<file path="config.mk">
export PLATFORM = sky130hd
export DESIGN_NAME = mbist_march_ctrl
export DESIGN_NICKNAME = d
export VERILOG_FILES = /design/src/rtl/mbist_pkg.sv /design/src/rtl/mbist_cmp_pipe.sv /design/src/rtl/mbist_march_ctrl.sv
export SDC_FILE = /design/constraint.sdc
export NUM_CORES = 1
export LEC_CHECK = 0
export ABC_AREA = 1
export CAP_MARGIN = 5
export CELL_PAD_IN_SITES_DETAIL_PLACEMENT = 0
export CELL_PAD_IN_SITES_GLOBAL_PLACEMENT = 1
export CORE_ASPECT_RATIO = 0.75
export CORE_MARGIN = 5
export CORE_UTILIZATION = 34
export DETAILED_ROUTE_END_ITERATION = 8
export GPL_TIMING_DRIVEN = 0
export PLACE_DENSITY = 0.82
export SLEW_MARGIN = 20
export SYNTH_ARGS = -nofsm -noshare
export SYNTH_HDL_FRONTEND = slang
export SYNTH_HIERARCHICAL = 1
export SYNTH_SLANG_ARGS = --single-unit
</file>
<file path="constraint.sdc">
create_clock -name clk -period 1.9 [get_ports clk]
set_input_delay 0.285 -clock clk [delete_from_list [all_inputs] [get_ports clk]]
set_output_delay 0.285 -clock clk [all_outputs]
set_load 0.005 [all_outputs]
</file>
<file path="src/rtl/mbist_pkg.sv">
// Shared types and constants for the March C- MBIST sequencer and its compare pipeline.
package mbist_pkg;

  typedef enum logic [2:0] {M0, M1, M2, M3, M4, M5} march_elem_e;
  typedef enum logic [1:0] {S_IDLE, S_RUN, S_DRAIN, S_DONE} mbist_state_e;

  localparam int FAIL_CNT_W = 16;

  // Bit e set: element e issues two ops per address / walks addresses downward.
  localparam logic [5:0] ELEM_TWO_OPS = 6'b011110;
  localparam logic [5:0] ELEM_DOWN    = 6'b011000;

  // The first op of every element except M0 is a read; M0 is a single write.
  function automatic logic op_is_read(march_elem_e e, logic op);
    return (e != M0) && !op;
  endfunction

  // Background bit carried by an op: expected data for reads, write data for writes.
  function automatic logic op_data(march_elem_e e, logic op);
    case (e)
      M1, M3:  return op;
      M2, M4:  return !op;
      default: return 1'b0;
    endcase
  endfunction

endpackage

</file>
<file path="src/rtl/mbist_cmp_pipe.sv">
// Read-latency alignment pipeline, registered comparator and fail/diagnostic capture.
// MBIST_MARCH_DIAG_EN builds the first-fail address/element and saturating fail count.
module mbist_cmp_pipe
  import mbist_pkg::*;
#(
  parameter int WLENGTH = 4,
  parameter int AW      = 8,
  parameter int RD_LAT  = 1
) (
  input  logic                  clk,
  input  logic                  rst,
  input  logic                  clr,
  input  logic                  in_valid,
  input  logic [WLENGTH-1:0]    in_exp,
  input  logic [AW-1:0]         in_addr,
  input  logic [2:0]            in_elem,
  input  logic [WLENGTH-1:0]    mem_dout,
  output logic                  fail,
  output logic [AW-1:0]         fail_addr,
  output logic [2:0]            fail_elem,
  output logic [FAIL_CNT_W-1:0] fail_count
);

`ifdef MBIST_MARCH_DIAG_EN
  localparam int SW = 1 + WLENGTH + AW + 3;
`else
  localparam int SW = 1 + WLENGTH;
`endif

  logic [SW-1:0]      stage_in;
  logic [SW-1:0]      pipe_reg [RD_LAT];
  logic               exit_valid;
  logic [WLENGTH-1:0] exit_exp;
  logic               mism;

`ifdef MBIST_MARCH_DIAG_EN
  assign stage_in = {in_valid, in_exp, in_addr, in_elem};
`else
  assign stage_in = {in_valid, in_exp};
  logic unused_diag;
  assign unused_diag = ^{in_addr, in_elem};
`endif

  assign exit_valid = pipe_reg[RD_LAT-1][SW-1];
  assign exit_exp   = pipe_reg[RD_LAT-1][SW-2 -: WLENGTH];
  assign mism       = exit_valid && (mem_dout != exit_exp);

  // Stage k holds the op presented k+1 cycles ago, so the last stage lines up with mem_dout.
  always_ff @(posedge clk or negedge rst) begin
    if (!rst) begin
      for (int i = 0; i < RD_LAT; i++) pipe_reg[i] <= '0;
    end else begin
      pipe_reg[0] <= stage_in;
      for (int i = 1; i < RD_LAT; i++) pipe_reg[i] <= pipe_reg[i-1];
    end
  end

`ifdef MBIST_MARCH_DIAG_EN
  always_ff @(posedge clk or negedge rst) begin
    if (!rst) begin
      fail       <= 1'b0;
      fail_addr  <= '0;
      fail_elem  <= '0;
      fail_count <= '0;
    end else if (clr) begin
      fail       <= 1'b0;
      fail_addr  <= '0;
      fail_elem  <= '0;
      fail_count <= '0;
    end else if (mism) begin
      fail <= 1'b1;
      if (!fail) begin
        fail_addr <= pipe_reg[RD_LAT-1][AW+2:3];
        fail_elem <= pipe_reg[RD_LAT-1][2:0];
      end
      if (fail_count != {FAIL_CNT_W{1'b1}}) fail_count <= fail_count + 1'b1;
    end
  end
`else
  always_ff @(posedge clk or negedge rst) begin
    if (!rst)      fail <= 1'b0;
    else if (clr)  fail <= 1'b0;
    else if (mism) fail <= 1'b1;
  end
  assign fail_addr  = '0;
  assign fail_elem  = '0;
  assign fail_count = '0;
`endif

endmodule

</file>
<file path="src/rtl/mbist_march_ctrl.sv">
// March C- sequencer: issues one SRAM op per cycle and reports pass/fail.
// MBIST_MARCH_DIAG_EN enables first-fail diagnostics in the compare pipeline.
module mbist_march_ctrl
  import mbist_pkg::*;
#(
  parameter int WCOUNT  = 256,
  parameter int WLENGTH = 4,
  parameter int RD_LAT  = 1
) (
  input  logic                      clk,
  input  logic                      rst,
  input  logic                      start,
  input  logic [WLENGTH-1:0]        mem_dout,
  output logic                      test_mode,
  output logic [$clog2(WCOUNT)-1:0] mem_addr,
  output logic [WLENGTH-1:0]        mem_din,
  output logic                      mem_rwbar,
  output logic                      busy,
  output logic                      done,
  output logic                      fail,
  output logic [$clog2(WCOUNT)-1:0] fail_addr,
  output logic [2:0]                fail_elem,
  output logic [FAIL_CNT_W-1:0]     fail_count
);

  localparam int            AW        = $clog2(WCOUNT);
  localparam logic [AW-1:0] ADDR_LAST = AW'(WCOUNT - 1);

  mbist_state_e  st_reg;
  march_elem_e   elem_reg, elem_next;
  logic          op_reg, op_next;
  logic [AW-1:0] addr_reg, addr_next;
  logic [2:0]    drain_cnt_reg;
  logic          last_op, at_end, run_last, accept;

  assign accept = start && (st_reg == S_IDLE || st_reg == S_DONE);

  // Successor of the op currently on the bus; explicit end compares keep odd WCOUNT in range.
  always_comb begin
    last_op   = !ELEM_TWO_OPS[elem_reg] || op_reg;
    at_end    = ELEM_DOWN[elem_reg] ? (addr_reg == '0) : (addr_reg == ADDR_LAST);
    run_last  = (elem_reg == M5) && last_op && at_end;
    elem_next = elem_reg;
    op_next   = op_reg;
    addr_next = addr_reg;
    if (!last_op) begin
      op_next = 1'b1;
    end else if (!at_end) begin
      op_next   = 1'b0;
      addr_next = ELEM_DOWN[elem_reg] ? addr_reg - 1'b1 : addr_reg + 1'b1;
    end else begin
      op_next   = 1'b0;
      elem_next = march_elem_e'(elem_reg + 3'd1);
      addr_next = ELEM_DOWN[elem_next] ? ADDR_LAST : '0;
    end
  end

  always_ff @(posedge clk or negedge rst) begin
    if (!rst) begin
      st_reg        <= S_IDLE;
      elem_reg      <= M0;
      op_reg        <= 1'b0;
      addr_reg      <= '0;
      drain_cnt_reg <= '0;
      test_mode     <= 1'b0;
      mem_addr      <= '0;
      mem_din       <= '0;
      mem_rwbar     <= 1'b0;
      busy          <= 1'b0;
      done          <= 1'b0;
    end else begin
      case (st_reg)
        S_IDLE, S_DONE: begin
          if (accept) begin
            st_reg    <= S_RUN;
            elem_reg  <= M0;
            op_reg    <= 1'b0;
            addr_reg  <= '0;
            test_mode <= 1'b1;
            busy      <= 1'b1;
            done      <= 1'b0;
            mem_addr  <= '0;
            mem_din   <= '0;
            mem_rwbar <= 1'b0;
          end
        end
        S_RUN: begin
          if (run_last) begin
            // Park on harmless reads while the last read data drains through the compare.
            st_reg        <= S_DRAIN;
            drain_cnt_reg <= '0;
            mem_addr      <= '0;
            mem_din       <= '0;
            mem_rwbar     <= 1'b1;
          end else begin
            elem_reg  <= elem_next;
            op_reg    <= op_next;
            addr_reg  <= addr_next;
            mem_addr  <= addr_next;
            mem_din   <= {WLENGTH{op_data(elem_next, op_next)}};
            mem_rwbar <= op_is_read(elem_next, op_next);
          end
        end
        S_DRAIN: begin
          if (drain_cnt_reg == 3'(RD_LAT)) begin
            st_reg    <= S_DONE;
            test_mode <= 1'b0;
            busy      <= 1'b0;
            done      <= 1'b1;
            mem_rwbar <= 1'b0;
          end else begin
            drain_cnt_reg <= drain_cnt_reg + 1'b1;
          end
        end
        default: st_reg <= S_IDLE;
      endcase
    end
  end

  mbist_cmp_pipe #(
    .WLENGTH (WLENGTH),
    .AW      (AW),
    .RD_LAT  (RD_LAT)
  ) u_cmp (
    .clk        (clk),
    .rst        (rst),
    .clr        (accept),
    .in_valid   ((st_reg == S_RUN) && mem_rwbar),
    .in_exp     (mem_din),
    .in_addr    (mem_addr),
    .in_elem    (elem_reg),
    .mem_dout   (mem_dout),
    .fail       (fail),
    .fail_addr  (fail_addr),
    .fail_elem  (fail_elem),
    .fail_count (fail_count)
  );

endmodule

</file>
# Yosys cells after proc, flatten, opt, wreduce, memory -nomap -nowiden
# Memory sizes are Yosys's and may differ from the RTL's.
# Index checks and enable logic that the tools add are counted.
[word_totals] regBits=38 n_memories=3 rom_bits=24
[classes] n_eq_ne=16 n_addsub=4 muxes=42 n_reduce_logical=25 order_cmp=2
[mem_list] memory="(name not given)" depth=8 width=1 rd=1 rd_ports_with_merged_regs=0 write_ports=0 line_no="mbist_march_ctrl.sv:54" text="addr_next = ELEM_DOWN[elem_next] ? ADDR_LAST : '0;"
[mem_list] memory="(name not given)" depth=8 width=1 rd=1 rd_ports_with_merged_regs=0 write_ports=0 line_no="mbist_march_ctrl.sv:50" text="addr_next = ELEM_DOWN[elem_reg] ? addr_reg - 1'b1 : addr_reg + 1'b1;"
[mem_list] memory="(name not given)" depth=8 width=1 rd=1 rd_ports_with_merged_regs=0 write_ports=0 line_no="mbist_march_ctrl.sv:40" text="last_op = !ELEM_TWO_OPS[elem_reg] || op_reg;"
[op_table] op="$mux W8" count=7
[op_table] op="$pmux W8 S2" count=2
[op_table] op="$mux W3" count=6
[op_table] op="$mux W1" count=13
[op_table] op="$pmux W3 S2" count=2
[op_table] op="$reduce_and A3 Y1" count=4
[op_table] op="$ne A2 B2 Y1 const B" count=5
[op_table] op="$add A8 B1 Y8 const B" count=1
[op_table] op="$eq A8 B8 Y1 const B" count=1
[op_table] op="$logic_not A8 Y1" count=1
[op_table] op="$lt A3 B4 Y1 const B" count=2
[op_table] op="$mux W4" count=2
[op_table] op="$pmux W1 S2" count=4
[op_table] op="$pmux W4 S2" count=1
[op_table] op="$reduce_bool A2 Y1" count=4
[op_table] op="$sub A8 B1 Y8 const B" count=1
[op_table] op="$add A3 B1 Y3 const B" count=2
[op_table] op="$eq A3 B1 Y1 const B" count=2
[op_table] op="$eq A3 B2 Y1 const B" count=2
[op_table] op="$eq A3 B3 Y1 const B" count=2
[op_table] op="$logic_and A1 B1 Y1" count=6
[op_table] op="$mux W2" count=3
[op_table] op="$pmux W2 S3" count=1
[op_table] op="$reduce_or A2 Y1" count=3
[op_table] op="other kinds (9)" count=12

# Logic depth before layout (Yosys ltp)
# Gate-level depths: netlist of the first run.
[depth] ltp_word=10 depth_mapped=13 ltp_nobuf=13

# Cells and area by module
# The synthesis of the first run kept the hierarchy.
[modules_own_cells] module="mbist_march_ctrl" instances=1 area_per_inst_um2=1990.7 seq_area_each_um2=725.7 cells_per_inst=261
[modules_own_cells] module="mbist_cmp_pipe" instances=1 area_per_inst_um2=459.2 seq_area_each_um2=150.1 cells_per_inst=60

# Least setup slack after synthesis of the first run
# Ideal clock, no wire load.
[synth_path] path_kind="reg-to-reg" start="reg elem_reg[0]" end="reg addr_reg[3]" setup_time_ns=0.127 period_less_slack_ns=2.070 path_stages_with_launch=13 slack_ns=-0.170 arrival_ns=1.943 path_cell_list="dfrtp_1 ha_1 o21a_2 ha_1 inv_1 o21ai_0 inv_1 nand2_1 nand2_1 o21ai_0 nand2_1 o211ai_1 nand2_1"
[synth_between] elab_chain_len=8
[synth_rtl] element="from (decl)" line_no="mbist_march_ctrl.sv:30" text="march_elem_e elem_reg, elem_next;"
[synth_rtl] element="from (signal assigned)" line_no="mbist_march_ctrl.sv:96" text="elem_reg <= elem_next;"
[synth_rtl] element="$add A3 B1 Y3 or $mem_v2 Z8 W1 (tied branches)"
[synth_rtl] element="$mem_v2 Z8 W1 or $mux W1 (tied branches)"
[synth_rtl] element="$mux W1 (not written as such) or $logic_not A1 Y1 (tied branches)" line_no="mbist_march_ctrl.sv:54, mbist_march_ctrl.sv:40"
[synth_rtl] element="$mux W8 or $logic_or A1 B1 Y1 (tied branches)" line_no="mbist_march_ctrl.sv:54, mbist_march_ctrl.sv:40"
[synth_rtl] element="$mux W8 or $logic_and A1 B1 Y1 (tied branches)" line_no="mbist_march_ctrl.sv:48, mbist_march_ctrl.sv:42"
[synth_rtl] element="$mux W8 or $logic_and A1 B1 Y1 (tied branches)" line_no="mbist_march_ctrl.sv:46, mbist_march_ctrl.sv:42"
[synth_rtl] element="$mux W8 or $ne A2 B2 Y1 (tied branches)"
[synth_rtl] element="$pmux W8 S2 or $reduce_and A3 Y1 (tied branches)"
[synth_rtl] element="to (signal assigned)" line_no="mbist_march_ctrl.sv:98" text="addr_reg <= addr_next;"
[synth_rtl] element="to (decl)" line_no="mbist_march_ctrl.sv:32" text="logic [AW-1:0] addr_reg, addr_next;"
# Several ways; a longest one is shown, not always the timed one. The select of a mux whose other input is x is not followed.
# A chain may end at the register's enable or synchronous reset.

# Worst setup path after layout of the first run
[layout_path] start="reg elem_reg[0]" end="reg mem_addr[3]"
[layout_between] elab_chain_len=8
[layout_rtl] element="$add A3 B1 Y3 or $mem_v2 Z8 W1 (tied branches)"
[layout_rtl] element="$mem_v2 Z8 W1 or $mux W1 (tied branches)"
[layout_rtl] element="$mux W1 (not written as such) or $logic_not A1 Y1 (tied branches)" line_no="mbist_march_ctrl.sv:54, mbist_march_ctrl.sv:40"
[layout_rtl] element="$mux W8 or $logic_or A1 B1 Y1 (tied branches)" line_no="mbist_march_ctrl.sv:54, mbist_march_ctrl.sv:40"
[layout_rtl] element="$mux W8 or $logic_and A1 B1 Y1 (tied branches)" line_no="mbist_march_ctrl.sv:48, mbist_march_ctrl.sv:42"
[layout_rtl] element="$mux W8 or $logic_and A1 B1 Y1 (tied branches)" line_no="mbist_march_ctrl.sv:46, mbist_march_ctrl.sv:42"
[layout_rtl] element="$mux W8 *" line_no="mbist_march_ctrl.sv:88" text="if (run_last) begin"
[layout_rtl] element="$pmux W8 S2 *" line_no="mbist_march_ctrl.sv:72" text="case (st_reg)"
[layout_rtl] element="to (signal assigned)" line_no="mbist_march_ctrl.sv:99" text="mem_addr <= addr_next;"
[layout_rtl] element="to (decl)" line_no="mbist_march_ctrl.sv:15" text="output logic [$clog2(WCOUNT)-1:0] mem_addr,"
# Every way passes the cells marked *; elsewhere a longest branch is shown, timed or not. The select of a mux whose other input is x is not followed.

==> flow_summary.yaml, run 1 <==
status:
  outcome: "complete, but fails checks"
  violations: "setup timing"
timing:
  tns_ps: -2670
  fin_crit_sh_pct: 110.8
  fin_skew_ps: 5.314
  hold_violations: 0
  relSlewSlack_pct: 64.54
  finalSetupViolations: 26
  clock.fmax_mhz: 474.9
  rsz0062_at_grt: "true"
  slew_viol_final: 0
  finalCriticalPeriod_ps: 2106
  fin_ws_ps: -205.6
  worstMarginPinSlew_ps: 526.3
  hold_slack_ps: 351.6
place:
  dp_cells: 469
  dp_hpwl_um: 4212
  io_buffers: 23
  gp_congestion: 0.8662
  pre_cts_ws_ps: -338.8
worst_setup_path:
  cpMostUsedCell: "nand2_1"
  crit_type: "reg -> reg"
  crit_fanout: 8
  crit_cells: 12
  cp_top_family: "compound AO/OA/AOI/OAI gates"
  worst_setup_path_end_kind: "flop"
  worst_setup_path_start_kind: "flop"
  slowest_stage: "dfrtp_1"
  reg2reg_slack_ps: -210
  rr_startpoint: "elem_reg[0]$_DFFE_PN0P_"
  reg2reg_to: "mem_addr[3]$_DFFE_PN0P_"
  cp_data_arrival_time_ps: 2270
  cp.required_ps: 2060
  cp_cell_sequence: "ha_4, o21a_4, ha_4, inv_4, o21ai_4, inv_2, nand2_2, nand2_1, o21ai_1, nand2_1, o211ai_1, nand2_1"
  cpPeakStageDelay_ps: 430
  worst-path-buf-inv: 2
  r2r_cells: 12
global_routing:
  gr-total-overflow: 0
  antenna_found_initial: 0
  grtUsageTotal_pct: 13.12
  grt_pass1_vias: 2064
  grt_first_pass_wirelength_um: 9722
  grt_start_max_net_pins: 32
job:
  drv_cap: 0
floorplanning:
  dieArea_mm2: 0.009020
  pin_count: 51
  design.core.area_mm2: 0.006897
  start_util_pct: 35.52
  die_width_um: 108.0
  rows: 26
  die_h_um: 83.51
clocking:
  clock_latency_ps: 280
  cts_tree: "yes"
  clkTransAtPathRegs_ps: 70
  cts_sinks: 35
  numCtsBuffers: 5
  cts_root_buffer: "clkbuf_8"
  htreeDepth: 2
  clockBufferDepth: 2
yosys:
  ys_seq_elements: 35
  yosys.area_share.adder_pct: 8.478
  syn-cell-area_mm2: 0.002450
  synthCells: 321
  synth_edf_count: 0
  synthSimpleGateAreaFrac_pct: 27.17
  yosysSeqAreaShare_pct: 35.75
  synth.distinct_cells: 39
  synthMuxAreaShare_pct: 0
  yosys_warnings: 6
  ys.flop_type: "dfrtp_1"
  syn_avg_cell_area_um2: 7.632
  synth_compound_area_share_pct: 10.83
  async_flop_share_pct: 100.0
  synth-xor-area-share_pct: 1.073
  synth_top_family_by_area: "simple AND/OR/NAND/NOR gates"
final_layout:
  final_util_pct: 51.00
  area_growth_pct: 43.56
  multi_input_area_mm2: 0.001551
  drive_above_1_share_pct: 34.24
  finalNonFillerCells: 501
  fill_cells: 671
  seq_area_um2: 877.1
  nets: 427
  antenna_cells: 0
drt:
  via_per_inst: 4.355
  routed_wl_um: 5740
  first_iter_violations: 120
  vias: 2182
  ant_nets: 0
  drc_errors: 0
  wl_per_cell_um: 11.46
  drt_first_pass_iters: 4
power_and_ir_drop:
  leakagePower_nw: 1.813
  power.density_mw_per_mm2: 763.0
  peakVddDrop_uv: 409.8
worst_hold_path:
  hold_path.class: "in -> async"
## per-layer routing
metal,global-route usage [%],routed length [um],up-vias,share of wire (%)
li1,-,-,1123,-
met1,18.10,2713,1007,47
met2,21.28,2697,50,47
met3,3.480,323,2,5.6
met4,1.376,6,0,0.10
met5,0,0,-,0
## Yosys cell counts (4+ instances only)
library cell / number / area (um2)
nand2_1: 98 / 367.9
nor2_1: 17 / 63.81
nand2_2: 4 / 25.02
dfrtp_1: 35 / 875.8
o22ai_1: 4 / 25.02
o21ai_0: 15 / 75.07
inv_2: 6 / 22.52
inv_1: 37 / 138.9
a21oi_1: 6 / 30.03
buf_4: 31 / 232.7
nand4_1: 4 / 25.02
nand3_1: 12 / 60.06
ha_1: 15 / 187.7
## stage by stage
stage,power (W),area (um2)
finish,0.002683,3517
detailed placement,0.001930,3004
global placement,0.001902,2989
global route,0.002902,3517
floorplan,0.001617,2636
CTS,0.002631,3356
## kinds of logic (layout without fill, tap and decap cells)
| group | count (synthesis) | in the layout |
|---|---|---|
| AO/OA/AOI/OAI | 42 | 42 |
| XOR/XNOR | 3 | 3 |
| adder cells (fa/ha/maj) | 16 | 16 |
| buffers and inverters | 76 | 132 |
| flip-flops | 35 | 35 |
| other | 1 | 27 |
| AND/OR/NAND/NOR | 148 | 148 |
## how the worst max path moves through the flow
| stage | startpoint | end | slack, ps |
|---|---|---|---|
| 2_1_floorplan | elem_reg[0]$_DFFE_PN0P_ | addr_reg[6]$_DFFE_PN0P_ | -100 |
| 3_3_place_gp | elem_reg[0]$_DFFE_PN0P_ | mem_addr[6]$_DFFE_PN0P_ | -360 |
| 3_5_place_dp | elem_reg[0]$_DFFE_PN0P_ | mem_addr[6]$_DFFE_PN0P_ | -340 |
| 4_1_cts | elem_reg[0]$_DFFE_PN0P_ | mem_addr[3]$_DFFE_PN0P_ | -220 |
| 5_1_grt | elem_reg[0]$_DFFE_PN0P_ | mem_addr[3]$_DFFE_PN0P_ | -340 |
| 6_report | elem_reg[0]$_DFFE_PN0P_ | mem_addr[3]$_DFFE_PN0P_ | -210 |
## repair_timing
action	4_1_cts	5_1_grt
gates resized for setup	33	35
endpoints found under the setup margin	18	28
pin swaps	17	25
setup buffers	20	5
hold buffers	1	0
endpoints found under the hold margin	4	0
## worst reg2reg max path, stage by stage (launching register included)
cell and delay (ps):
dfrtp_1 430, ha_4 190, o21a_4 270, ha_4 320, inv_4 40, o21ai_4 150, inv_2 80, nand2_2 60
nand2_1 50, o21ai_1 140, nand2_1 60, o211ai_1 110, nand2_1 90
## cell usage in the layout (no fill, tap or decap), types with 8 or more instances in the layout
| cell | n |
|---|---|
| clkdlybuf4s50_1 | 22 |
| nand2_4 | 8 |
| dfrtp_1 | 34 |
| nand2_1 | 83 |
| nand2_2 | 14 |
| inv_1 | 30 |
| nand3_1 | 9 |
| conb_1 | 27 |
| buf_4 | 52 |
| nor2_1 | 17 |
## final cells by class
class                           instances  share of cell area, %
Multi-Input combinational cell        236                  44.11
Clock buffer                            6                  2.063
Tap cell                               98                  3.486
Buffer                                 32                  6.830
Timing Repair Buffer                   50                  13.27
Inverter                               44                  5.301
Sequential cell                        35                  24.94
## report_power, final
group | internal, W | total, W | switching [W]
clock | 0.000244 | 0.000497 | 0.000253
sequential | 0.000848 | 0.000936 | 0.0000882
combinational | 0.000530 | 0.00125 | 0.000720
total | 0.00162 | 0.00268 | 0.00106
(Power assumes the default switching activity.)
==> run 2: changes to the inputs <==
--- a/config.mk
+++ b/config.mk
@@ -6,17 +6,16 @@
 export NUM_CORES = 1
 export LEC_CHECK = 0
 export ABC_AREA = 1
-export CAP_MARGIN = 5
+export CAP_MARGIN = 20
 export CELL_PAD_IN_SITES_DETAIL_PLACEMENT = 0
 export CELL_PAD_IN_SITES_GLOBAL_PLACEMENT = 1
 export CORE_ASPECT_RATIO = 0.75
 export CORE_MARGIN = 5
-export CORE_UTILIZATION = 34
+export CORE_UTILIZATION = 33
 export DETAILED_ROUTE_END_ITERATION = 8
 export GPL_TIMING_DRIVEN = 0
 export PLACE_DENSITY = 0.82
 export SLEW_MARGIN = 20
 export SYNTH_ARGS = -nofsm -noshare
 export SYNTH_HDL_FRONTEND = slang
-export SYNTH_HIERARCHICAL = 1
 export SYNTH_SLANG_ARGS = --single-unit
==> flow_summary.yaml, run 2 <==
status:
  outcome: "complete, but fails checks"
  violations: "setup timing"
clocking:
  clock_latency_ps: 290
  htreeDepth: 2
  cts_root_buffer: "clkbuf_8"
  clkTransAtPathRegs_ps: 70
  numCtsBuffers: 5
  cts_tree: "yes"
  clockBufferDepth: 2
  cts_sinks: 32
yosys:
  yosysSeqAreaShare_pct: 35.16
  ys.flop_type: "dfrtp_1"
  syn_avg_cell_area_um2: 7.565
  synthCells: 301
  ys_seq_elements: 32
  synth_top_cell_by_area: "dfrtp_1"
  yosysMostFrequentCell: "nand2_1"
  yosys_warnings: 0
  synth.distinct_cells: 33
  synth_edf_count: 0
  async_flop_share_pct: 100.0
  synthTopCellsByCount: "nand2_1, dfrtp_1, buf_4"
  synth.top_cell.area_share_pct: 35.16
  syn-cell-area_mm2: 0.002277
  yosys-top-cells-area: "dfrtp_1, nand2_1, buf_4, ha_1, inv_1"
place:
  placed_cell_area_mm2: 0.002805
  dp_cells: 435
  io_buffers: 23
  dp_hpwl_um: 4105
  gp_congestion: 0.8188
timing:
  rsz0062_at_grt: "true"
  finalSetupViolations: 22
  hold_violations: 0
  tns_ps: -3827
  fin_skew_ps: 7.131
  clock.fmax_mhz: 463.5
  fin_crit_sh_pct: 113.6
  fin_ws_ps: -257.7
  finalCriticalPeriod_ps: 2158
  slew_viol_final: 0
floorplanning:
  dieArea_mm2: 0.008679
  design.core.area_mm2: 0.006766
  pin_count: 51
  rows: 26
  start_util_pct: 33.65
  die_h_um: 81.94
  die_width_um: 105.9
worst_hold_path:
  hold_path.class: "in -> async"
drt:
  vias: 2130
  drc_errors: 0
  wl_per_cell_um: 12.65
  via_per_inst: 4.475
  drt_first_pass_iters: 4
  ant_nets: 0
  first_iter_violations: 68
  routed_wl_um: 6021
worst_setup_path:
  worst_setup_path_start_kind: "flop"
  cp_data_arrival_time_ps: 2330
  worst_setup_path_end_kind: "flop"
  cp.required_ps: 2070
  r2r_cells: 12
  crit_fanout: 5
  crit_type: "reg -> reg"
final_layout:
  final_util_pct: 52.40
  area_growth_pct: 55.71
  layout_common_cells: "nand2_1, buf_4, dfrtp_1"
  nets: 414
  antenna_cells: 0
  finalNonFillerCells: 476
  layout_commonest_cell: "nand2_1"
  stdcell_area_mm2: 0.003546
  drive_above_1_share_pct: 38.52
global_routing:
  grtUsageTotal_pct: 14.02
  grt_pass1_vias: 2023
  gr-total-overflow: 0
  grt_first_pass_wirelength_um: 9694
  antenna_found_initial: 0
  grt_start_max_net_pins: 32
power_and_ir_drop:
  power.density_mw_per_mm2: 814.5
  leakagePower_nw: 1.736
  peakVddDrop_uv: 529.9
job:
  drv_cap: 0
run 2: changes by cell type after synthesis, moves of 3 or more:
| cell | change |
|---|---|
| nand2_4 | -3 |
| inv_1 | -9 |
| a21oi_1 | +7 |
| nor2_1 | +10 |
| o21ai_0 | -5 |
| nand2_1 | -11 |
| dfrtp_1 | -3 |
run 2: area by class of cell:
type	instances	area, um2
Fill cell	632	3221
Multi-Input combinational cell	230	1614
Sequential cell	32	802.0
Timing Repair Buffer	57	555.5
Buffer	32	240.2
Inverter	33	138.9
Tap cell	84	105.1
Clock buffer	8	90.09
run 2: report_power, final:
group | switching, W | total [W] | internal, W
clock network | 0.000259 | 0.000555 | 0.000296
logic | 0.000842 | 0.00143 | 0.000589
registers | 0.000111 | 0.000903 | 0.000793
total | 0.00121 | 0.00289 | 0.00168
run 2: per-stage QoR:
step	power, W	setup slack, ps	hold slack (ps)
6_report	0.002888	-257.7	321.0
4_1_cts	0.002575	-232.8	317.2
5_1_grt	0.003101	-370.4	344.9
2_1_floorplan	0.001557	-113.9	-10.59
3_5_place_dp	0.001902	-386.3	86.17
3_3_place_gp	0.001867	-373.3	466.3
run 2: path summary, 6_finish.rpt:
| kind | from | endpoint | slack (ps) |
|---|---|---|---|
| max reg2reg | elem_reg[0]$_DFFE_PN0P_ | addr_reg[7]$_DFFE_PN0P_ | -260 |
| min | rst | mem_addr[1]$_DFFE_PN0P_ | 320 |
| max in group asynchronous | rst | elem_reg[0]$_DFFE_PN0P_ | 1220 |
| min reg2reg | mem_addr[5]$_DFFE_PN0P_ | mem_addr[5]$_DFFE_PN0P_ | 480 |
| max | elem_reg[0]$_DFFE_PN0P_ | addr_reg[7]$_DFFE_PN0P_ | -260 |
| min in group clk | mem_addr[5]$_DFFE_PN0P_ | mem_addr[5]$_DFFE_PN0P_ | 480 |
run 2: layer usage:
metal,up-vias,GRT usage [%],routed length (um)
met5,-,0,0
met4,0,4.140,74
met3,9,3.378,367
met2,48,22.20,2749
met1,978,19.15,2829
li1,1095,-,-
run 2: critical path, cell delays in order, from the launching register on:
cell	delay, ps
dfrtp_2	440
ha_4	170
o21a_4	240
buf_12	140
buf_12	120
ha_4	210
a21oi_2	120
o21a_1	140
nand2_1	80
nand3_2	70
nand3_2	80
a21oi_2	140
nand2_1	70
run 2: logic make-up (layout without fill, tap and decap cells):
family / Yosys count / after routing / synth area share [%]
xor+xnor: 3 / 3 / 1.154
buf+inv: 65 / 130 / 16.10
flops: 32 / 32 / 35.16
fa+ha+maj: 16 / 16 / 9.121
other cells: 1 / 27 / 0.1647
simple gates: 141 / 141 / 26.70
compound gates: 43 / 43 / 11.59
run 2: repair_timing:
item / in CTS / in global routing
setup endpoints to repair: 20 / 27
pin swaps: 21 / 20
hold buffers: 1 / 0
buffers inserted: 19 / 13
resized for setup: 41 / 47
endpoints found under the hold margin: 32 / 0
gates cloned: 0 / 0
==> run 3: changes to the inputs <==
--- a/config.mk
+++ b/config.mk
@@ -11,10 +11,11 @@
 export CELL_PAD_IN_SITES_GLOBAL_PLACEMENT = 1
 export CORE_ASPECT_RATIO = 0.75
 export CORE_MARGIN = 5
-export CORE_UTILIZATION = 33
+export CORE_UTILIZATION = 36
+export CTS_CLUSTER_DIAMETER = 200
 export DETAILED_ROUTE_END_ITERATION = 8
 export GPL_TIMING_DRIVEN = 0
-export PLACE_DENSITY = 0.82
+export PLACE_DENSITY = 0.84
 export SLEW_MARGIN = 20
 export SYNTH_ARGS = -nofsm -noshare
 export SYNTH_HDL_FRONTEND = slang
==> constraint.sdc (replaced) <==
create_clock -name clk -period 2.2 [get_ports clk]
set_input_delay 0.33 -clock clk [delete_from_list [all_inputs] [get_ports clk]]
set_output_delay 0.33 -clock clk [all_outputs]
set_load 0.005 [all_outputs]
==> flow_summary.yaml, run 3 (synthesized netlist as in run 2, its figures left out) <==
worst_setup_path:
  worst_setup_path_start_kind: "flop"
  crit_type: "reg -> reg"
  r2r_cells: 11
  cp.required_ps: 2370
  worst_setup_path_end_kind: "flop"
  rr_startpoint: "elem_reg[0]$_DFFE_PN0P_"
  crit_fanout: 6
  reg2reg_to: "addr_reg[7]$_DFFE_PN0P_"
  cp_data_arrival_time_ps: 2300
  reg2reg_slack_ps: 70
floorplanning:
  die_width_um: 101.8
  dieArea_mm2: 0.008032
  start_util_pct: 36.58
  rows: 25
  pin_count: 51
  design.core.area_mm2: 0.006225
  die_h_um: 78.88
drt:
  routed_wl_um: 5248
  via_per_inst: 4.369
  wl_per_cell_um: 11.53
  first_iter_violations: 97
  drt_first_pass_iters: 4
  ant_nets: 0
  drc_errors: 0
  vias: 1988
clocking:
  numCtsBuffers: 5
  cts_sinks: 32
  clock_latency_ps: 280
  cts_root_buffer: "clkbuf_8"
  cts_tree: "yes"
  htreeDepth: 2
  clkTransAtPathRegs_ps: 70
  clockBufferDepth: 2
place:
  gp_congestion: 0.8127
  dp_cells: 432
  io_buffers: 23
  dp_hpwl_um: 3784
power_and_ir_drop:
  pwr-share-clk_pct: 20.3
  pwr-share-comb_pct: 43.7
  p_int_w: 0.001272
  power.density_mw_per_mm2: 683.2
  leakagePower_nw: 1.616
  peakVddDrop_uv: 469.9
  power_frac_seq_pct: 36.1
  p_sw_share_pct: 39.85
  switchingPower_w: 0.0008428
global_routing:
  grt_first_pass_wirelength_um: 8418
  grt_use_met1_pct: 19.95
  gr-total-overflow: 0
  grt_pass1_vias: 1806
  grt_use_met3_pct: 3.073
  antenna_found_initial: 0
  use_met2_pct: 18.80
  grt_start_max_net_pins: 32
  grtUsageTotal_pct: 13.27
  grt.busiest_layer: "met1"
timing:
  slew_viol_final: 0
  fin_skew_ps: 4.780
  rsz0062_at_grt: "true"
  fin_crit_sh_pct: 96.89
  tns_ps: 0
  finalCriticalPeriod_ps: 2132
  hold_violations: 0
  finalSetupViolations: 0
  clock.fmax_mhz: 469.1
final_layout:
  finalNonFillerCells: 455
  drive_above_1_share_pct: 26.74
  antenna_cells: 0
  final_util_pct: 49.73
  nets: 397
  layout_common_cells: "nand2_1, buf_4, dfrtp_1"
  area_growth_pct: 35.93
  layout_commonest_cell: "nand2_1"
job:
  drv_cap: 0
status:
  outcome: "finished, final reports clean"
worst_hold_path:
  hold_path.class: "in -> async"
## run 3: cell count changes in the layout (fill, tap and decap cells not counted), sizes merged
cell and change:
buf -17, clkbuf -2, clkinv +1, clkinvlp +1
inv -1
## run 3: metal layers
metal | up-vias | wire (um)
met1 | 878 | 2716
met5 | - | 0
met3 | 4 | 273
met2 | 52 | 2213
met4 | 0 | 44
li1 | 1054 | -
## run 3: worst max-delay path, stage by stage (launching register included)
cell and delay (ps):
dfrtp_1 420, ha_4 180, o21a_4 250, buf_4 170, ha_1 310, a21oi_2 130
o21a_1 140, nand2_1 50, nand3_1 60, nand3_1 80, a21oi_2 150, nand2_1 60
## run 3: timing repair
action,4_1_cts,5_1_grt
pin swaps,1,16
endpoints found under the hold margin,1,0
hold buffers,1,0
endpoints found under the setup margin,14,17
buffers inserted,2,13
resized for setup,14,24
## run 3: power by group through the flow
stage	combinational [W]	sequential [W]	clock, W
2_1_floorplan	0.000573	0.000759	0
3_3_place_gp	0.000828	0.000766	0
3_5_place_dp	0.000840	0.000770	0
4_1_cts	0.000864	0.000763	0.000445
5_1_grt	0.00105	0.000779	0.000474
6_report	0.000924	0.000762	0.000428
## run 3: how the worst max path moves through the flow
stage	end	startpoint	slack, ps	cells past startpoint
finish	addr_reg[7]$_DFFE_PN0P_	elem_reg[0]$_DFFE_PN0P_	70	11
global route	mem_addr[4]$_DFFE_PN0P_	elem_reg[0]$_DFFE_PN0P_	-70	11
CTS	addr_reg[7]$_DFFE_PN0P_	elem_reg[0]$_DFFE_PN0P_	0.9	11
detailed placement	addr_reg[5]$_DFFE_PN0P_	elem_reg[0]$_DFFE_PN0P_	-380	12
global placement	mem_addr[6]$_DFFE_PN0P_	elem_reg[0]$_DFFE_PN0P_	-270	12
floorplan	addr_reg[6]$_DFFE_PN0P_	elem_reg[0]$_DFFE_PN0P_	50	12
## run 3: per-stage QoR
step	hold WS (ps)	setup WS (ps)	area, um2	total power, W
6_report	372.8	68.36	3095	0.002115
5_1_grt	381.3	-68.54	3095	0.002303
4_1_cts	354.3	0.9250	2897	0.002072
3_5_place_dp	129.7	-381.9	2721	0.001610
3_3_place_gp	463.1	-267.7	2706	0.001594
2_1_floorplan	34.41	49.26	2375	0.001331
## run 3: layout make-up
cell class	instances	area [um2]
fillers	616	3129
multi-input cells	230	1371
plain buffers	32	237.7
well taps	81	101.3
repair buffers	40	371.6
flip-flops and latches	32	800.8
inverters	33	135.1
clock buffers	6	72.57
clock inverters	1	5.005
